==> src/rtl/led_rle_serializer.sv <==
// WS2801 strip driver: captures a run-length colour table, scales it by a global brightness
// and shifts exactly LEDS 24-bit words per frame on dOut/clkOut, followed by a latch gap.
module led_rle_serializer #(
    parameter int LEDS     = 50,
    parameter int BIN_QTY  = 12,
    parameter int FREQ     = 12_500_000,
    parameter int FREQ_DIV = 4,
    parameter int LATCH_US = 500,
    localparam int CNT_W   = $clog2(LEDS + 1)
) (
    input  logic                            clk_i,
    input  logic                            rst_i,
    input  logic                            frame_valid_i,
    output logic                            frame_ready_o,
    input  logic [BIN_QTY-1:0][23:0]        rgb_i,
    input  logic [BIN_QTY-1:0][CNT_W-1:0]   counts_i,
    input  logic [7:0]                      brightness_i,
    input  logic                            pad_mode_i,
    output logic                            dOut_o,
    output logic                            clkOut_o,
    output logic                            busy_o,
    output logic                            frame_done_o,
    output logic                            overflow_o
);

    // state | meaning
    // IDLE  | frame_ready high, waiting for a table
    // SCAN  | pick next non-empty bin (or pad) one bin per cycle
    // SHIFT | 24 bits MSB first, FREQ_DIV clk cycles per bit
    // LATCH | clkOut/dOut low for GAP_CYCLES, then IDLE
    typedef enum logic [1:0] {IDLE, SCAN, SHIFT, LATCH} state_t;

    localparam longint GAP_L      = longint'(LATCH_US) * longint'(FREQ) / longint'(1_000_000);
    localparam int     GAP_CYCLES = int'(GAP_L);
    localparam int     GAP_W      = $clog2(GAP_CYCLES + 1);
    localparam int     BIN_W      = $clog2(BIN_QTY + 1);
    localparam int     IDX_W      = (BIN_QTY > 1) ? $clog2(BIN_QTY) : 1;
    localparam int     PH_W       = $clog2(FREQ_DIV);
    localparam int     SUM_W      = CNT_W + $clog2(BIN_QTY);

    state_t                        state_q;
    logic [GAP_W-1:0]              gap_q;
    logic [BIN_QTY-1:0][23:0]      rgb_q;
    logic [BIN_QTY-1:0][CNT_W-1:0] cnt_q;
    logic [7:0]                    bri_q;
    logic                          pad_q;
    logic [CNT_W-1:0]              words_q;
    logic [BIN_W-1:0]              bin_q;
    logic [IDX_W-1:0]              last_q;
    logic                          have_last_q;
    logic                          ovf_pend_q;
    logic [23:0]                   shreg_q;
    logic [4:0]                    bit_q;
    logic [PH_W-1:0]               phase_q;
    logic                          frame_ready_q;
    logic                          dOut_q;
    logic                          clkOut_q;
    logic                          busy_q;
    logic                          frame_done_q;
    logic                          overflow_q;

    logic [SUM_W-1:0]              sum_d;
    logic                          ovf_d;
    logic [IDX_W-1:0]              bin_idx;
    logic                          bin_live;
    logic [CNT_W-1:0]              cnt_cur;
    logic [23:0]                   word_d;

    function automatic logic [7:0] scale8(input logic [7:0] c, input logic [7:0] b);
        logic [15:0] p;
        p = {8'd0, c} * ({8'd0, b} + 16'd1);
        return p[15:8];
    endfunction

    function automatic logic [23:0] scale24(input logic [23:0] w, input logic [7:0] b);
        return {scale8(w[23:16], b), scale8(w[15:8], b), scale8(w[7:0], b)};
    endfunction

    // Overflow is decided from the table as captured; the sum is wide enough never to wrap.
    always_comb begin
        sum_d = '0;
        for (int i = 0; i < BIN_QTY; i++) begin
            sum_d = sum_d + SUM_W'(counts_i[i]);
        end
        ovf_d = (sum_d > SUM_W'(LEDS));
    end

    always_comb begin
        bin_idx  = bin_q[IDX_W-1:0];
        bin_live = (bin_q < BIN_W'(BIN_QTY));
        cnt_cur  = cnt_q[bin_idx];
        word_d   = 24'd0;
        if (bin_live) begin
            word_d = scale24(rgb_q[bin_idx], bri_q);
        end else if (pad_q && have_last_q) begin
            word_d = scale24(rgb_q[last_q], bri_q);
        end
    end

    always_ff @(posedge clk_i) begin
        if (rst_i) begin
            state_q       <= LATCH;
            gap_q         <= '0;
            rgb_q         <= '0;
            cnt_q         <= '0;
            bri_q         <= '0;
            pad_q         <= 1'b0;
            words_q       <= '0;
            bin_q         <= '0;
            last_q        <= '0;
            have_last_q   <= 1'b0;
            ovf_pend_q    <= 1'b0;
            shreg_q       <= '0;
            bit_q         <= '0;
            phase_q       <= '0;
            frame_ready_q <= 1'b0;
            dOut_q        <= 1'b0;
            clkOut_q      <= 1'b0;
            busy_q        <= 1'b0;
            frame_done_q  <= 1'b0;
            overflow_q    <= 1'b0;
        end else begin
            frame_done_q <= 1'b0;
            case (state_q)
                IDLE: begin
                    if (frame_valid_i && frame_ready_q) begin
                        rgb_q         <= rgb_i;
                        cnt_q         <= counts_i;
                        bri_q         <= brightness_i;
                        pad_q         <= pad_mode_i;
                        words_q       <= '0;
                        bin_q         <= '0;
                        have_last_q   <= 1'b0;
                        ovf_pend_q    <= ovf_d;
                        frame_ready_q <= 1'b0;
                        busy_q        <= 1'b1;
                        state_q       <= SCAN;
                    end
                end
                SCAN: begin
                    dOut_q   <= 1'b0;
                    clkOut_q <= 1'b0;
                    if (words_q == CNT_W'(LEDS)) begin
                        frame_done_q <= 1'b1;
                        overflow_q   <= ovf_pend_q;
                        gap_q        <= '0;
                        state_q      <= LATCH;
                    end else if (bin_live && (cnt_cur == '0)) begin
                        bin_q <= bin_q + BIN_W'(1);
                    end else begin
                        // First bit is presented on the same edge that enters SHIFT.
                        if (bin_live) begin
                            cnt_q[bin_idx] <= cnt_cur - CNT_W'(1);
                            last_q         <= bin_idx;
                            have_last_q    <= 1'b1;
                        end
                        shreg_q <= word_d;
                        dOut_q  <= word_d[23];
                        bit_q   <= 5'd23;
                        phase_q <= '0;
                        state_q <= SHIFT;
                    end
                end
                SHIFT: begin
                    if (phase_q == PH_W'(FREQ_DIV - 1)) begin
                        phase_q  <= '0;
                        clkOut_q <= 1'b0;
                        if (bit_q == 5'd0) begin
                            words_q <= words_q + CNT_W'(1);
                            dOut_q  <= 1'b0;
                            state_q <= SCAN;
                        end else begin
                            bit_q   <= bit_q - 5'd1;
                            shreg_q <= {shreg_q[22:0], 1'b0};
                            dOut_q  <= shreg_q[22];
                        end
                    end else begin
                        phase_q  <= phase_q + PH_W'(1);
                        clkOut_q <= (phase_q >= PH_W'(FREQ_DIV / 2 - 1));
                    end
                end
                LATCH: begin
                    dOut_q   <= 1'b0;
                    clkOut_q <= 1'b0;
                    if (gap_q == GAP_W'(GAP_CYCLES - 1)) begin
                        frame_ready_q <= 1'b1;
                        busy_q        <= 1'b0;
                        state_q       <= IDLE;
                    end else begin
                        gap_q <= gap_q + GAP_W'(1);
                    end
                end
                default: begin
                    gap_q   <= '0;
                    state_q <= LATCH;
                end
            endcase
        end
    end

    assign frame_ready_o = frame_ready_q;
    assign dOut_o        = dOut_q;
    assign clkOut_o      = clkOut_q;
    assign busy_o        = busy_q;
    assign frame_done_o  = frame_done_q;
    assign overflow_o    = overflow_q;

endmodule
==> config.mk <==
export PLATFORM = sky130hd
export DESIGN_NAME = led_rle_serializer
export DESIGN_NICKNAME = d
export VERILOG_FILES = /design/src/rtl/led_rle_serializer.sv
export SDC_FILE = /design/constraint.sdc
export NUM_CORES = 2
export LEC_CHECK = 0
export ABC_CLOCK_PERIOD_IN_PS = 20700
export CAP_MARGIN = 20
export CELL_PAD_IN_SITES_DETAIL_PLACEMENT = 1
export CELL_PAD_IN_SITES_GLOBAL_PLACEMENT = 1
export CORE_ASPECT_RATIO = 0.75
export CORE_MARGIN = 2
export CORE_UTILIZATION = 49
export CTS_BUF_LIST = sky130_fd_sc_hd__clkbuf_4 sky130_fd_sc_hd__clkbuf_8
export CTS_CLUSTER_SIZE = 40
export DETAILED_ROUTE_END_ITERATION = 6
export PLACE_DENSITY = 0.91
export SLEW_MARGIN = 10
export SYNTH_ARGS = -nofsm -noshare
export SYNTH_HDL_FRONTEND = slang
export SYNTH_SLANG_ARGS = --single-unit
export TNS_END_PERCENT = 50
==> constraint.sdc <==
create_clock -name clk_i -period 20.7 [get_ports clk_i]
set_input_delay 6.21 -clock clk_i [delete_from_list [all_inputs] [get_ports clk_i]]
set_output_delay 6.21 -clock clk_i [all_outputs]
set_load 0.01 [all_outputs]
== After elaboration in Yosys (flattened, before gate mapping) ==
Cells that the tools add are included.
Cells by class
  add/sub/neg operators: 18
  $mul: 6
  div/mod/pow operators: 0
  $lt $le $gt $ge: 6
  equal/unequal tests: 18
  shifts and indexed selects: 0
  muxes and demuxes: 66
  bitwise gates (word level): 3
  reduce and logical (&&, ||, !) cells: 28
Operators with widths (number)
  $mux 72: 4
  $bmux 24 s4: 2
  $pmux 72 s2: 1
  $mux 24: 4
  $mux 23: 4
  $mul 8x16->16: 5
  $bwmux 72: 1
  $add 10x6->10: 7
  $pmux 23 s2: 1
  $mux 6: 5
  $mux 13: 2
  $pmux 13 s2: 1
  $bmux 6 s4: 1
  $demux 6 s4: 1
  $ne 2x2->1 const B: 11
  $mux 5: 4
  $mux 2: 9
  $mul 8x9->16: 1
  $reduce_and 5->1: 3
  $add 13x1->13 const B: 1
  $eq 13x13->1 const B: 1
  $mux 1: 13
  $mux 4: 3
  $pmux 6 s2: 1
  other kinds (36): 59
Storage, ports and cells
  flip-flop bits (word level): 436
  latch bits: 0
  bits in writable memories: 0
  memory bits (read-only): 0
  input port bits: 372
  output and inout bits: 6
  word-level logic and storage cells: 187
  memories: 0

== Longest topological paths before layout ==
  depth after elaboration: 12
  mapped depth: 30
  gate-level depth less buffers: 23

== Worst setup path after synthesis ==
Ideal clock, no wire load.
  kind: input to register
  start: input port counts_i[2] (netlist bit)
  end: register ovf_pend_q
  setup time: 0.091 ns
  arrival: 10.523 ns
  required time: 20.609 ns
  path slack: 10.086 ns
  stages on the path: 18
  path buffers: 0
  path through: inv_1 fa_1 fa_1 inv_1 fa_1 fa_1 inv_1 fa_1 inv_1 ha_1 fa_1 and2_1 nor3_1 o22a_1 nor2_1 a21oi_1 o32ai_1 a311oi_1
Between the ends
  word-level cells in the longest chain between the ends: 12
RTL lines
  from (decl): line 16  | input logic [BIN_QTY-1:0][CNT_W-1:0] counts_i,
  $add 6x6->7: line 83  | sum_d = sum_d + SUM_W'(counts_i[i]);
  $add 7x6->8: line 83
  $add 8x6->9: line 83
  $add 9x6->10: line 83
  $add 10x6->10 (7 in a row): line 83
  $gt 10x6->1: line 85  | ovf_d = (sum_d > SUM_W'(LEDS));
  to (signal assigned): line 134  | ovf_pend_q <= ovf_d;
  to (decl): line 51  | logic ovf_pend_q;
No other way between the ends.
A chain may end at the register's enable or synchronous reset.

== Final worst setup path ==
Ends and elaborated chain as after synthesis.

==> impl_metrics.yaml <==
detailed_routing:
  drc_errors: 0
  ant_nets: 0
  routed_wl_um: 147000
  post_drt_via_cell_ratio: 6.30
  drtPass1Iterations: 6
  via_count: 34200
  routedWlPerCell_um: 27.1
  drt_iter0_drc: 3856
global_routing:
  gr-total-overflow: 0
  grt_max_degree: 174
  grt_first_pass_wirelength_um: 222000
  antenna_found_initial: 11
  grtUsageTotal_pct: 38.7
  grt_pass1_vias: 37300
worst_setup_path:
  crit_family: "adder cells"
  path_class: "primary input to flip-flop"
  end_kind: "flip-flop"
  crit_buf_inv: 5
  cp_max_fo: 4
  critPathLaunchType: "primary input"
  crit_top_cell: "fa_1"
  worst_path_max_delay_cell: "fa_1"
  crit_path_max_incr_delay_ps: 580
  cp.required_ps: 21310
  crit_chain: "clkdlybuf4s50_1 > inv_1 > fa_1 > fa_1 > inv_1 > fa_1 > fa_1 > inv_1 > fa_1 > inv_1 > ha_1 > fa_1 > and2_1 > nor3_1 > o22a_1 > nor2_1 > a21oi_1 > o32ai_1 > a311oi_1"
  cp.arrival_ps: 11470
placement:
  dp_cells: 5275
  dpl_cell_area_mm2: 0.0402
  gp_congestion: 0.928
  pre_cts_slack_ps: 9150
  portBuffers: 377
  post-dp-hpwl_um: 104000
clock_tree:
  cts_htree_levels: 3
  cts_buffers: 76
  root_buffer: "clkbuf_8"
  cts_buffer_depth: 3
  cts_setup_buffers: 0
  cts_tree: "built"
  cts.sink_count: 436
  ctsResizeCount: 0
  cts_hold_buf: 0
  clkTransAtPathRegs_ps: 60
  clk_latency_ps: 750
sta:
  worst_slack_ps: 9840
  finalCritPeriodShare_pct: 52.4
  finalSetupViolCount: 0
  drv_slew: 0
  slew_headroom_pct: 18.7
  hold_violations: 0
  fmax_ghz: 0.0921
  tightest_slew_ps: 1220
  fin_crit_ps: 10860
  finalClockSkew_ps: 60.5
  setup_tns_ps: 0
  hold_slack_ps: 463
  grt_setup_unrepaired: "false"
run_status:
  status: "finished, final reports clean"
power_and_ir_drop:
  leakage_nw: 16.7
  ir_drop_v: 0.0000550
  p_per_area_mw_per_mm2: 51.9
  report.power.total_mw: 2.18
finish:
  area_growth_pct: 16.9
  fin_util_pct: 58.2
  fin_area_mm2: 0.0420
  drive_gt1_share_pct: 9.31
  fin_nets: 5291
  stdcell_count: 5425
synth:
  ys.flop_type: "dfxtp_1"
  synth_enable_flop_cells: 0
  yosys_warnings: 0
  synth_area_mm2: 0.0359
  synth_seq_area_share_pct: 24.3
  syn-instance-count: 4154
  syn_avg_cell_area_um2: 8.64
  syn_nets: 5043
  ys_ff_latch: 436
  ys_async_sr_fraction_pct: 0
  synth_cell_type_count: 88
floorplanning:
  initial_core_util_pct: 49.8
  dieArea_mm2: 0.0755
  rows: 85
  core_area_mm2: 0.0721
  die_w_um: 317
  die_y_um: 238
  io_pins: 378
min_path:
  hold_class: "flip-flop to flip-flop"
run:
  maxCapViolCount: 0
==> routing by layer <==
| metal | global-route usage, % | up-vias | routed length [um] |
|---|---|---|---|
| li1 | - | 14400 | - |
| met1 | 47.1 | 17100 | 54200 |
| met4 | 26.3 | 6 | 11300 |
| met3 | 8.73 | 622 | 13900 |
| met2 | 61.3 | 2129 | 67500 |
| met5 | 0 | - | 135 |
==> path summary, 6_finish.rpt <==
path	start	endpoint	slack [ps]	depth (start not counted)
worst min-delay path	shreg_q[17]	shreg_q[17]	460	2
worst max-delay path	counts_i[2]	ovf_pend_q	9840	19
worst max register to register	bin_idx[0]	dOut_o	12350	23
worst min register to register	shreg_q[17]	shreg_q[17]	460	2
==> where the power goes <==
| part | internal, mW | switching [mW] | total [mW] |
|---|---|---|---|
| sequential | 0.839 | 0.000596 | 0.839 |
| clock | 0.486 | 0.417 | 0.903 |
| combinational | 0.198 | 0.238 | 0.436 |
==> synth_stat cells, drive strengths merged (4+ instances only) <==
cell	count	area, um2
nand2	800	3010
dfxtp	436	8730
inv	421	1580
a21oi	386	1950
nor2	358	1350
fa	297	5950
ha	220	2750
clkbuf	201	756
mux4	151	3480
a211oi	87	663
o22ai	75	469
buf	62	405
and2	59	369
mux2i	59	591
xnor2	55	482
o21ai	54	270
nor2b	46	288
or2	45	282
xor2	39	342
nand3	36	180
nor3	36	185
nand2b	31	194
a221oi	15	131
a31oi	13	81.3
nor4	12	96.3
o21a	12	90.1
or3	12	75.1
nand4	11	68.8
and3	10	62.6
mux2	10	113
o211ai	8	60.1
o31ai	8	60.1
a22oi	7	52.6
and4	7	61.3
o2bb2ai	6	52.6
a21o	5	37.5
o21bai	5	37.5
o221ai	5	43.8
o31a	5	45.0
a211o	4	35.0
==> state kept, by name, summed over array words and instances, names as in the netlist <==
name and flops:
gap_q 13, bri_q 8, bit_q 5, clkOut_o 1
pad_q 1, state_q 2, dOut_o 1, rgb_q 288
bin_idx 4, words_q 6, frame_ready_o 1, overflow_o 1
phase_q 2, shreg_q 23, busy_o 1, ovf_pend_q 1
have_last_q 1, frame_done_o 1, last_q 4, cnt_q 72
==> cell families after synthesis <==
group,count (synthesis),share of synthesized area [%]
and+or+nand+nor,1481,17.7
AOI/OAI and AO/OA,721,12.1
buffers and inverters,685,7.66
adders and majority gates,517,24.2
DFF,436,24.3
muxes,220,11.7
xor gates and xnor gates,94,2.29
==> worst register-to-register path: stages (launching register included) <==
cell      delay, ps
dfxtp_4         750
buf_4           680
mux4_2          670
mux2i_1         170
nor2_1          130
a21oi_1         830
nand2b_1        240
fa_1            440
fa_1            520
inv_1            50
fa_1            480
inv_1            50
fa_1            480
inv_1            60
ha_1            280
o21a_1          120
nor2_1           90
or3_1           410
nor4_1          620
or3_1           280
a41oi_2         150
xnor2_1         330
nor4b_1          90
a311o_1         300
==> final cells by class <==
class	count	area [um2]
clock buffer	116	1480
multi-input combinational	3033	24500
timing repair buffer	434	4230
tap	957	1200
fill	8390	30100
inverter	421	1580
clock inverter	19	186
sequential	436	8740
antenna	9	22.5
==> layout by cell type (no fill, tap or decap), types with 9 or more instances in the layout <==
master and instances:
buf_4 54, dfxtp_1 431, inv_1 420, nor4_1 10
nand2_1 798, nor2_1 356, nand2b_1 31, o21ai_0 35
nor3_1 34, and3_1 10, a21oi_1 382, or3_1 11
xnor2_1 51, clkbuf_4 18, a211oi_1 85, mux4_2 129
or2_2 44, a31oi_1 13, nand3_1 36, nand4_1 11
o21ai_1 19, and2_1 58, ha_1 220, nor2b_1 44
mux2_2 10, diode_2 9, fa_1 297, o22ai_1 75
xor2_1 36, mux2i_1 59, a221oi_1 15, mux4_1 22
o21a_1 12, clkdlybuf4s50_1 376, clkbuf_8 98
(Power assumes the default switching activity.)
